`config.mk`:
```
export PLATFORM = sky130hd
export DESIGN_NAME = pfvf_route_lookup
export DESIGN_NICKNAME = d
export VERILOG_FILES = /design/src/rtl/pf_vf_mux_pkg.sv /design/src/rtl/pfvf_rtable_match.sv /design/src/rtl/pfvf_route_lookup.sv
export SDC_FILE = /design/constraint.sdc
export NUM_CORES = 1
export LEC_CHECK = 0
export CAP_MARGIN = 40
export CORE_AREA = 4 4 459 461
export CTS_BUF_LIST = sky130_fd_sc_hd__clkbuf_4 sky130_fd_sc_hd__clkbuf_8
export DETAILED_ROUTE_END_ITERATION = 12
export DIE_AREA = 0 0 463 465
export SETUP_SLACK_MARGIN = 0.02
export SLEW_MARGIN = 5
export SYNTH_ARGS = -nofsm -noshare
export SYNTH_HDL_FRONTEND = slang
export SYNTH_HIERARCHICAL = 1
export SYNTH_SLANG_ARGS = --single-unit
```
`constraint.sdc`:
```
create_clock -name clk -period 32.6 [get_ports clk]
set_input_delay 3.26 -clock clk [delete_from_list [all_inputs] [get_ports clk]]
set_output_delay 3.26 -clock clk [all_outputs]
set_load 0.005 [all_outputs]
```
`src/rtl/pf_vf_mux_pkg.sv`:
```
// pf_vf_mux_pkg
// PF/VF routing table entry, wildcard and PCIe SS header offsets.
package pf_vf_mux_pkg;

  localparam int PF_W   = 3;
  localparam int VF_W   = 11;
  localparam int PORT_W = 8;

  localparam int HDR_PF_LSB = 160;
  localparam int HDR_VF_LSB = 163;
  localparam int HDR_VA_BIT = 174;

  localparam logic [PF_W-1:0] PF_ANY = '1;
  localparam logic [VF_W-1:0] VF_ANY = '1;

  typedef struct packed {
    logic [PF_W-1:0]   pf;
    logic [VF_W-1:0]   vf;
    logic              vf_active;
    logic [PORT_W-1:0] pfvf_port;
  } t_pfvf_rtable_entry;

  localparam t_pfvf_rtable_entry RT_PF0 =
    '{pf: 3'd0, vf: VF_ANY, vf_active: 1'b0, pfvf_port: 8'd0};
  localparam t_pfvf_rtable_entry RT_PF1 =
    '{pf: 3'd1, vf: VF_ANY, vf_active: 1'b0, pfvf_port: 8'd1};
  localparam t_pfvf_rtable_entry RT_ANY_PF =
    '{pf: PF_ANY, vf: VF_ANY, vf_active: 1'b0, pfvf_port: 8'd0};
  localparam t_pfvf_rtable_entry RT_ANY_VF =
    '{pf: PF_ANY, vf: VF_ANY, vf_active: 1'b1, pfvf_port: 8'd0};

  localparam int DEFAULT_RTABLE_N = 4;
  localparam t_pfvf_rtable_entry [DEFAULT_RTABLE_N-1:0]
    DEFAULT_RTABLE = {RT_ANY_VF, RT_ANY_PF, RT_PF1, RT_PF0};

  function automatic logic entry_hit(
    input t_pfvf_rtable_entry e,
    input logic [PF_W-1:0]    pf,
    input logic [VF_W-1:0]    vf,
    input logic               va
  );
    return ((e.pf == PF_ANY) || (e.pf == pf)) &&
           ((e.vf == VF_ANY) || (e.vf == vf)) &&
           (e.vf_active == va);
  endfunction

endpackage

```
`src/rtl/pfvf_rtable_match.sv`:
```
// pfvf_rtable_match
// Table match and priority select: one-hot of the lowest matching entry.
module pfvf_rtable_match
  import pf_vf_mux_pkg::*;
#(
  parameter int N = DEFAULT_RTABLE_N,
  parameter t_pfvf_rtable_entry [N-1:0] TABLE = DEFAULT_RTABLE
) (
  input  logic [PF_W-1:0] pf_i,
  input  logic [VF_W-1:0] vf_i,
  input  logic            va_i,
  output logic [N-1:0]    first_o
);

  logic taken;

  // Walk from entry 0 upward; the first hit masks all later ones.
  always_comb begin
    taken   = 1'b0;
    first_o = '0;
    for (int i = 0; i < N; i++) begin
      if (!taken && entry_hit(TABLE[i], pf_i, vf_i, va_i)) begin
        first_o[i] = 1'b1;
        taken      = 1'b1;
      end
    end
  end

endmodule

```
`src/rtl/pfvf_route_lookup.sv`:
```
// pfvf_route_lookup
// Two-stage elastic AXI-S stage tagging each TLP with its PF/VF MUX port.
module pfvf_route_lookup
  import pf_vf_mux_pkg::*;
#(
  parameter int NUM_PORT = 2,
  parameter int NUM_RTABLE_ENTRIES = NUM_PORT + 2,
  parameter t_pfvf_rtable_entry [NUM_RTABLE_ENTRIES-1:0]
    PFVF_ROUTING_TABLE = DEFAULT_RTABLE,
  parameter int DATA_W = 512,
  localparam int NID_WIDTH = (NUM_PORT > 1) ? $clog2(NUM_PORT) : 1
) (
  input  logic                 clk,
  input  logic                 rst_n,
  input  logic                 rx_tvalid,
  output logic                 rx_tready,
  input  logic [DATA_W-1:0]    rx_tdata,
  input  logic [DATA_W/8-1:0]  rx_tkeep,
  input  logic                 rx_tlast,
  output logic                 tx_tvalid,
  input  logic                 tx_tready,
  output logic [DATA_W-1:0]    tx_tdata,
  output logic [DATA_W/8-1:0]  tx_tkeep,
  output logic                 tx_tlast,
  output logic [NID_WIDTH-1:0] tx_port_id,
  output logic                 tx_miss,
  output logic [15:0]          miss_cnt
);

  localparam int NE = NUM_RTABLE_ENTRIES;

  logic                 rx_fire;
  logic                 s1_ready;
  logic                 s2_ready;
  logic                 s2_load;
  logic                 tx_fire;
  logic                 in_pkt_q;
  logic                 in_pkt_d;
  logic [NE-1:0]        first_hit;

  logic                 s1_valid_q;
  logic                 s1_sop_q;
  logic                 s1_last_q;
  logic [DATA_W-1:0]    s1_data_q;
  logic [DATA_W/8-1:0]  s1_keep_q;
  logic [NE-1:0]        s1_hit_q;

  logic [PORT_W-1:0]    enc_port;
  logic                 enc_miss;

  logic                 tx_valid_q;
  logic                 tx_sop_q;
  logic                 tx_last_q;
  logic                 tx_miss_q;
  logic [DATA_W-1:0]    tx_data_q;
  logic [DATA_W/8-1:0]  tx_keep_q;
  logic [NID_WIDTH-1:0] tx_port_q;
  logic [15:0]          miss_cnt_q;
  logic [15:0]          miss_cnt_d;

  assign s2_ready  = !tx_valid_q || tx_tready;
  assign s1_ready  = !s1_valid_q || s2_ready;
  assign rx_tready = rst_n && s1_ready;
  assign rx_fire   = rx_tvalid && rx_tready;
  assign s2_load   = s1_valid_q && s2_ready;
  assign tx_fire   = tx_valid_q && tx_tready;

  pfvf_rtable_match #(
    .N     (NE),
    .TABLE (PFVF_ROUTING_TABLE)
  ) u_match (
    .pf_i    (rx_tdata[HDR_PF_LSB +: PF_W]),
    .vf_i    (rx_tdata[HDR_VF_LSB +: VF_W]),
    .va_i    (rx_tdata[HDR_VA_BIT]),
    .first_o (first_hit)
  );

  // Packet tracking: the next accepted beat after tlast is a SOP.
  always_comb begin
    in_pkt_d = in_pkt_q;
    if (rx_fire) in_pkt_d = !rx_tlast;
  end

  // Stage 1: capture beat, SOP flag and first-hit vector.
  always_ff @(posedge clk) begin
    if (!rst_n) begin
      s1_valid_q <= 1'b0;
      in_pkt_q   <= 1'b0;
    end else begin
      in_pkt_q <= in_pkt_d;
      if (s1_ready) s1_valid_q <= rx_tvalid;
      if (rx_fire) begin
        s1_data_q <= rx_tdata;
        s1_keep_q <= rx_tkeep;
        s1_last_q <= rx_tlast;
        s1_sop_q  <= !in_pkt_q;
        s1_hit_q  <= first_hit;
      end
    end
  end

  // One-hot to port ID; no hit means port 0 and a miss.
  always_comb begin
    enc_port = '0;
    for (int i = 0; i < NE; i++) begin
      if (s1_hit_q[i]) enc_port |= PFVF_ROUTING_TABLE[i].pfvf_port;
    end
    enc_miss = ~|s1_hit_q;
  end

  // Stage 2: route only changes when a SOP beat is loaded.
  always_ff @(posedge clk) begin
    if (!rst_n) begin
      tx_valid_q <= 1'b0;
      tx_sop_q   <= 1'b0;
      tx_port_q  <= '0;
      tx_miss_q  <= 1'b0;
    end else begin
      if (s2_ready) tx_valid_q <= s1_valid_q;
      if (s2_load) begin
        tx_data_q <= s1_data_q;
        tx_keep_q <= s1_keep_q;
        tx_last_q <= s1_last_q;
        tx_sop_q  <= s1_sop_q;
        if (s1_sop_q) begin
          tx_port_q <= enc_port[NID_WIDTH-1:0];
          tx_miss_q <= enc_miss;
        end
      end
    end
  end

  // Count missed packets as their SOP beat leaves, saturating.
  always_comb begin
    miss_cnt_d = miss_cnt_q;
    if (tx_fire && tx_sop_q && tx_miss_q && (miss_cnt_q != 16'hFFFF))
      miss_cnt_d = miss_cnt_q + 16'd1;
  end

  // Miss counter register.
  always_ff @(posedge clk) begin
    if (!rst_n) miss_cnt_q <= '0;
    else        miss_cnt_q <= miss_cnt_d;
  end

  // A table port past NUM_PORT would silently alias after truncation.
  a_port_range : assert property (@(posedge clk) disable iff (!rst_n)
    (s2_load && s1_sop_q && !enc_miss) |-> (int'(enc_port) < NUM_PORT));

  assign tx_tvalid  = tx_valid_q;
  assign tx_tdata   = tx_data_q;
  assign tx_tkeep   = tx_keep_q;
  assign tx_tlast   = tx_last_q;
  assign tx_port_id = tx_port_q;
  assign tx_miss    = tx_miss_q;
  assign miss_cnt   = miss_cnt_q;

endmodule

```
==> run summary, run 1 <==
outcome -> finished clean
area grow syn2layout -> 55.6%
Post-synth EDFFs -> 1159
H-tree Lvls -> 4
vias -> 19100
CP startpoint kind -> input port
Top FF cell, synth -> edfxtp_1
Routed Antenna Nets -> 0
Port Buf Inserts -> 1177
vias per inst -> 3.43
post-synthesis cell type count -> 31
RSZ-0062 raised after global routing -> no
Worst-Margin Slew -> 0.896 ns
Synthesized Nets -> 1873
clock group share of total power -> 43.7%
cells after synthesis -> 1291
routed len/inst -> 25.2 microns
routed wire length -> 140000 microns
register bit total from synthesis -> 1181
Worst Path Max Fanout -> 16
initial antenna violation count -> 103
Synth Warn # -> 6
Max Root-Sink Buffers -> 3
# setup viols final -> 0
number of post-CTS setup repair buffers -> 0
WP data required -> 29.34 ns
Max-cap violations -> 0
DRT iter0 DRCs -> 1467
setup TNS -> 0 ns
Comb power frac -> 4.6%
Final Cell Area -> 0.0558 sq mm
root buf cell -> clkbuf_8
first-pass GRT wire length -> 182000 microns
Avg Inst Size Synth -> 27.8 sq um
Die Ht -> 465 microns
Die W -> 463 microns
CTS tree -> done
Critical-path top delay cell -> clkdlybuf4s50_1
final slew viol count -> 0
critical path's most frequent cell -> clkdlybuf4s50_1
power per standard cell area -> 60.6 mW/mm^2
final hold violation count -> 0
sequential fraction of design power -> 51.7%
RePlAce Congestion -> 0.856
I/O pins -> 1178
Reg clk slew, reported paths -> 0.06 ns
skew final -> 0.0745 ns
die area -> 0.215 sq mm
FMAX -> 115 MHz
most frequent cells in the layout -> 1177 x clkdlybuf4s50_1, 1159 x edfxtp_1, 204 x clkbuf_8, 54 x clkbuf_4, 38 x clkinv_1
gr ovfl total -> 0
Int Pwr -> 2.66 mW
number of remaining DRC errors -> 0
Starting Density -> 17.4%
relative slew slack -> 40.3%
largest net degree at the start of global routing -> 127
CP Cell Sequence -> clkdlybuf4s50_1 -> inv_1 -> a21oi_1 -> clkdlybuf4s50_1
final core occ -> 27.1%
Crit path arrival time -> 5.41 ns
number of cell rows -> 167
Final Critical Period -> 8.67 ns
aggregate global-route resource usage -> 12.6%
Worst path max stage delay -> 0.75 ns
P_sw -> 0.729 mW
most common cell after layout, fill and taps aside -> clkdlybuf4s50_1
clk sinks -> 1181
hpwl dp -> 111000 microns
final worst-path cycle share -> 26.6%
Peak VDD IR -> 45.4 uV
Switching Share -> 21.5%
synthesized area -> 0.0359 sq mm
Post-synth ARST share -> 0%
register area share after synthesis -> 98.2%
Hold Path Class -> flip-flop to flip-flop
Core ar. -> 0.206 sq mm
layout cells sized above 1 -> 12.5%
Worst-Skew Late Latency -> 0.94 ns
Crit. End Element -> output port
hold buffer count at CTS -> 0
drt pass-1 iters -> 5
post-cts sizing count -> 0
vias in the first global route -> 20000
P_leak -> 18.2 nW
WS Path Type -> input port to output port
TritonCTS Buffers -> 202
fin nets -> 3271
placed cell area -> 0.0513 sq mm
[synth_stat cells (all sizes together) (5+ instances only)]
cell    number  area share, %
edfxtp    1159             97
dfxtp       22            1.2
nand2       13           0.14
a21oi       11           0.15
nor2        11           0.12
clkbuf       6          0.070
mux2i        6           0.17
nand3        6          0.084
o21ai        6          0.084
or4          6           0.13
nand2b       5          0.087
nand4        5           0.10
o31ai        5           0.10
or3          5          0.087
[worst paths after layout]
check	from	end	slack (ns)	cells past startpoint
max	rst_n	rx_tready	23.93	4
min	s1_data_q[194]	tx_tdata[194]	0.38	0
max reg2reg	tx_tvalid	tx_tdata[338]	28.44	8
min reg2reg	s1_data_q[194]	tx_tdata[194]	0.38	0
[cell families after synthesis]
group | after synthesis | synth area share [%]
AO/OA/AOI/OAI | 28 | 0.474
adder cells (fa/ha/maj) | 1 | 0.0348
buffers and inverters | 10 | 0.112
flip-flops | 1181 | 98.2
multiplexers | 6 | 0.167
AND/OR/NAND/NOR | 65 | 1.04
[power by group through the flow]
stage / registers, mW / logic (mW) / clock network (mW)
2_1_floorplan: 1.82 / 0.0195 / 0
3_3_place_gp: 1.78 / 0.156 / 0
3_5_place_dp: 1.78 / 0.159 / 0
4_1_cts: 1.75 / 0.160 / 1.54
5_1_grt: 1.75 / 0.166 / 1.61
6_report: 1.75 / 0.156 / 1.48
[area by class of cell]
cell class                 count  area, sq um
fill                       20700       151000
sequential                  1181        35200
timing repair buffer        1200        12000
tap                         2704         3380
clock buffer                 258         3210
clock inverter               109         1300
multi-input combinational    100          626
antenna                       12         30.0
inverter                       4         15.0
[layer usage]
layer / routed length (microns) / part of all wire, % / track usage (%)
met5: 266 / 0.19 / 0
met4: 3880 / 2.8 / 4.11
met3: 19900 / 14 / 8.25
met2: 66600 / 47 / 20.7
met1: 49600 / 35 / 13.1
[worst max-delay path, delay by kind of cell]
| family | cells | cell delay [ns] |
|---|---|---|
| buffers and inverters | 3 | 1.73 |
| AOI/OAI and AO/OA | 1 | 0.41 |
[sequential cells by signal (all words and copies together), names as in the netlist, 4 cells and up]
register and count:
tx_tkeep 64, s1_hit_q 4, s1_keep_q 64, tx_tdata 512
miss_cnt 16, s1_data_q 512
[stage by stage]
| step | hold WS, ns | std cells | power [mW] | setup WS (ns) |
|---|---|---|---|---|
| floorplan | 0.400 | 1291 | 1.84 | 3.62 |
| global placement | 0.400 | 5184 | 1.94 | 23.93 |
| detailed placement | 0.405 | 5189 | 1.94 | 23.92 |
| CTS | 0.337 | 5556 | 3.45 | 23.90 |
| global route | 0.357 | 5559 | 3.53 | 23.79 |
| finish | 0.379 | 5568 | 3.39 | 23.93 |
(Power assumes the default switching activity.)
==> run 2: changes to the inputs <==
clock period = 8 ns   (was 32.6 ns; I/O delays follow)
==> run 2 against run 1 <==
  * Via count up 0.43%
  * Worst setup slack got worse by 20 ns
  * Non-clock buffer count is 2 lower
  * Wire length grew 0.59%
  * Critical path type unchanged
  * Critical endpoint unchanged
==> run summary, run 2 (synthesis gave the netlist of run 1 again) <==
P_leak -> 18.1 nW (-0.42%)
root buf cell -> clkbuf_8
Tot Pwr -> 13.7 mW (+300%)
sequential fraction of design power -> 52.3% (+0.6 points)
vias in the first global route -> 19900 (-0.045%)
Worst-Skew Late Latency -> 0.94 ns (about the same)
most frequent cells in the layout -> 1177 x clkdlybuf4s50_1, 1159 x edfxtp_1, 204 x clkbuf_8, 56 x clkinv_1, 51 x clkbuf_4
clock group share of total power -> 43.1% (-0.6 points)
Comb power frac -> 4.6% (about the same)
Hold Path Class -> flip-flop to flip-flop
number of post-CTS setup repair buffers -> 0 (unchanged)
Int Pwr -> 10.6 mW (+300%)
TritonCTS Buffers -> 204 (+0.99%)
first-pass GRT wire length -> 182000 microns (-0.15%)
Die W -> 463 microns (unchanged)
CTS tree -> done
routed wire length -> 141000 microns (+0.59%)
DRT iter0 DRCs -> 1449 (-1.2%)
skew final -> 0.0642 ns (-0.0103 ns)
CP startpoint kind -> input port
routed len/inst -> 25.2 microns (about the same)
WS Path Type -> input port to output port
Crit path arrival time -> 2.94 ns (-2.47 ns)
area grow syn2layout -> 55.5% (about the same)
Worst Path Max Fanout -> 16 (unchanged)
RePlAce Congestion -> 0.835 (-2.5%)
worst setup margin -> 4.26 ns (-19.67 ns)
Final Critical Period -> 3.74 ns
outcome -> finished clean
Max Root-Sink Buffers -> 3 (unchanged)
WP data required -> 7.20 ns (-22.14 ns)
post-cts sizing count -> 0 (unchanged)
P_sw -> 3.03 mW (+320%)
hold_ws -> 0.378 ns (-0.00140 ns)
H-tree Lvls -> 4 (unchanged)
hold buffer count at CTS -> 0 (unchanged)
drt pass-1 iters -> 5 (unchanged)
largest net degree at the start of global routing -> 156 (+23%)
final slew viol count -> 0 (unchanged)
most common cell after layout, fill and taps aside -> clkdlybuf4s50_1
Peak VDD IR -> 171 uV (+280%)
RSZ-0062 raised after global routing -> no
Starting Density -> 17.4% (unchanged)
final hold violation count -> 0 (unchanged)
Worst-Margin Slew -> 1.01 ns (+0.110 ns)
fin nets -> 3271 (unchanged)
# setup viols final -> 0 (unchanged)
Core ar. -> 0.206 sq mm (unchanged)
vias -> 19200 (+0.43%)
final core occ -> 27.0% (about the same)
I/O pins -> 1178 (unchanged)
DP Worst Slack -> 3.40 ns (-20.52 ns)
hpwl dp -> 110000 microns (-0.71%)
Switching Share -> 22.2% (+0.71 points)
Crit. End Element -> output port
aggregate global-route resource usage -> 12.7% (+0.054 points)
Max-cap violations -> 0 (unchanged)
Port Buf Inserts -> 1177 (unchanged)
layout cells sized above 1 -> 12.3% (-0.22 points)
FMAX -> 267 MHz
initial antenna violation count -> 133 (+29%)
Die Ht -> 465 microns (unchanged)
number of cell rows -> 167 (unchanged)
final worst-path cycle share -> 46.8%
gr ovfl total -> 0 (unchanged)
die area -> 0.215 sq mm (unchanged)
clk sinks -> 1181 (unchanged)
relative slew slack -> 32.9% (-7.3 points)
vias per inst -> 3.43 (-0.13%)
power per standard cell area -> 245 mW/mm^2 (+300%)
Routed Antenna Nets -> 0 (unchanged)
number of remaining DRC errors -> 0 (unchanged)
Reg clk slew, reported paths -> 0.06 ns (about the same)
[run 2: metal layers]
layer	global-route usage [%]	up-vias	wire length, microns
li1	-	8159	-
met1	13.4	9338	50200
met2	19.4	1320	65200
met3	8.40	329	20800
met4	6.13	42	4740
met5	0	-	259
[run 2: per-stage QoR]
| stage | instance area (sq um) | cells | TNS (ns) |
|---|---|---|---|
| 2_1_floorplan | 35900 | 1291 | -1135.10 |
| 3_3_place_gp | 51300 | 5185 | 0 |
| 3_5_place_dp | 51300 | 5187 | 0 |
| 4_1_cts | 55700 | 5567 | 0 |
| 5_1_grt | 55800 | 5590 | 0 |
| 6_report | 55800 | 5599 | 0 |
[run 2: worst paths after layout]
kind | start | endpoint | slack [ns] | cells after the start
setup / recovery | rst_n | rx_tready | 4.26 | 4
hold / removal | s1_data_q[392] | tx_tdata[392] | 0.38 | 0
setup reg to reg | tx_tvalid | s1_data_q[266] | 5.07 | 5
hold reg to reg | s1_data_q[392] | tx_tdata[392] | 0.38 | 0
[run 2: power groups by stage]
stage | logic [mW] | registers [mW] | clock network, mW
6_report | 0.633 | 7.13 | 5.88
5_1_grt | 0.673 | 7.15 | 6.44
4_1_cts | 0.650 | 7.14 | 6.15
3_5_place_dp | 0.646 | 7.26 | 0
3_3_place_gp | 0.638 | 7.26 | 0
2_1_floorplan | 0.0809 | 7.27 | 0
[run 2: cell type report]
class / count / area (sq um)
multi-input cells: 100 / 628
well taps: 2704 / 3380
inverters: 4 / 15.0
clock buffers: 255 / 3190
clock inverters: 125 / 1230
flip-flops and latches: 1181 / 35200
diodes: 32 / 80.1
repair buffers: 1198 / 12000
fillers: 20700 / 151000
[run 2: worst max-delay path, cell delays in order]
cell	delay (ns)
clkdlybuf4s50_1	0.78
inv_1	0.40
a21oi_1	0.34
clkdlybuf4s50_1	0.61
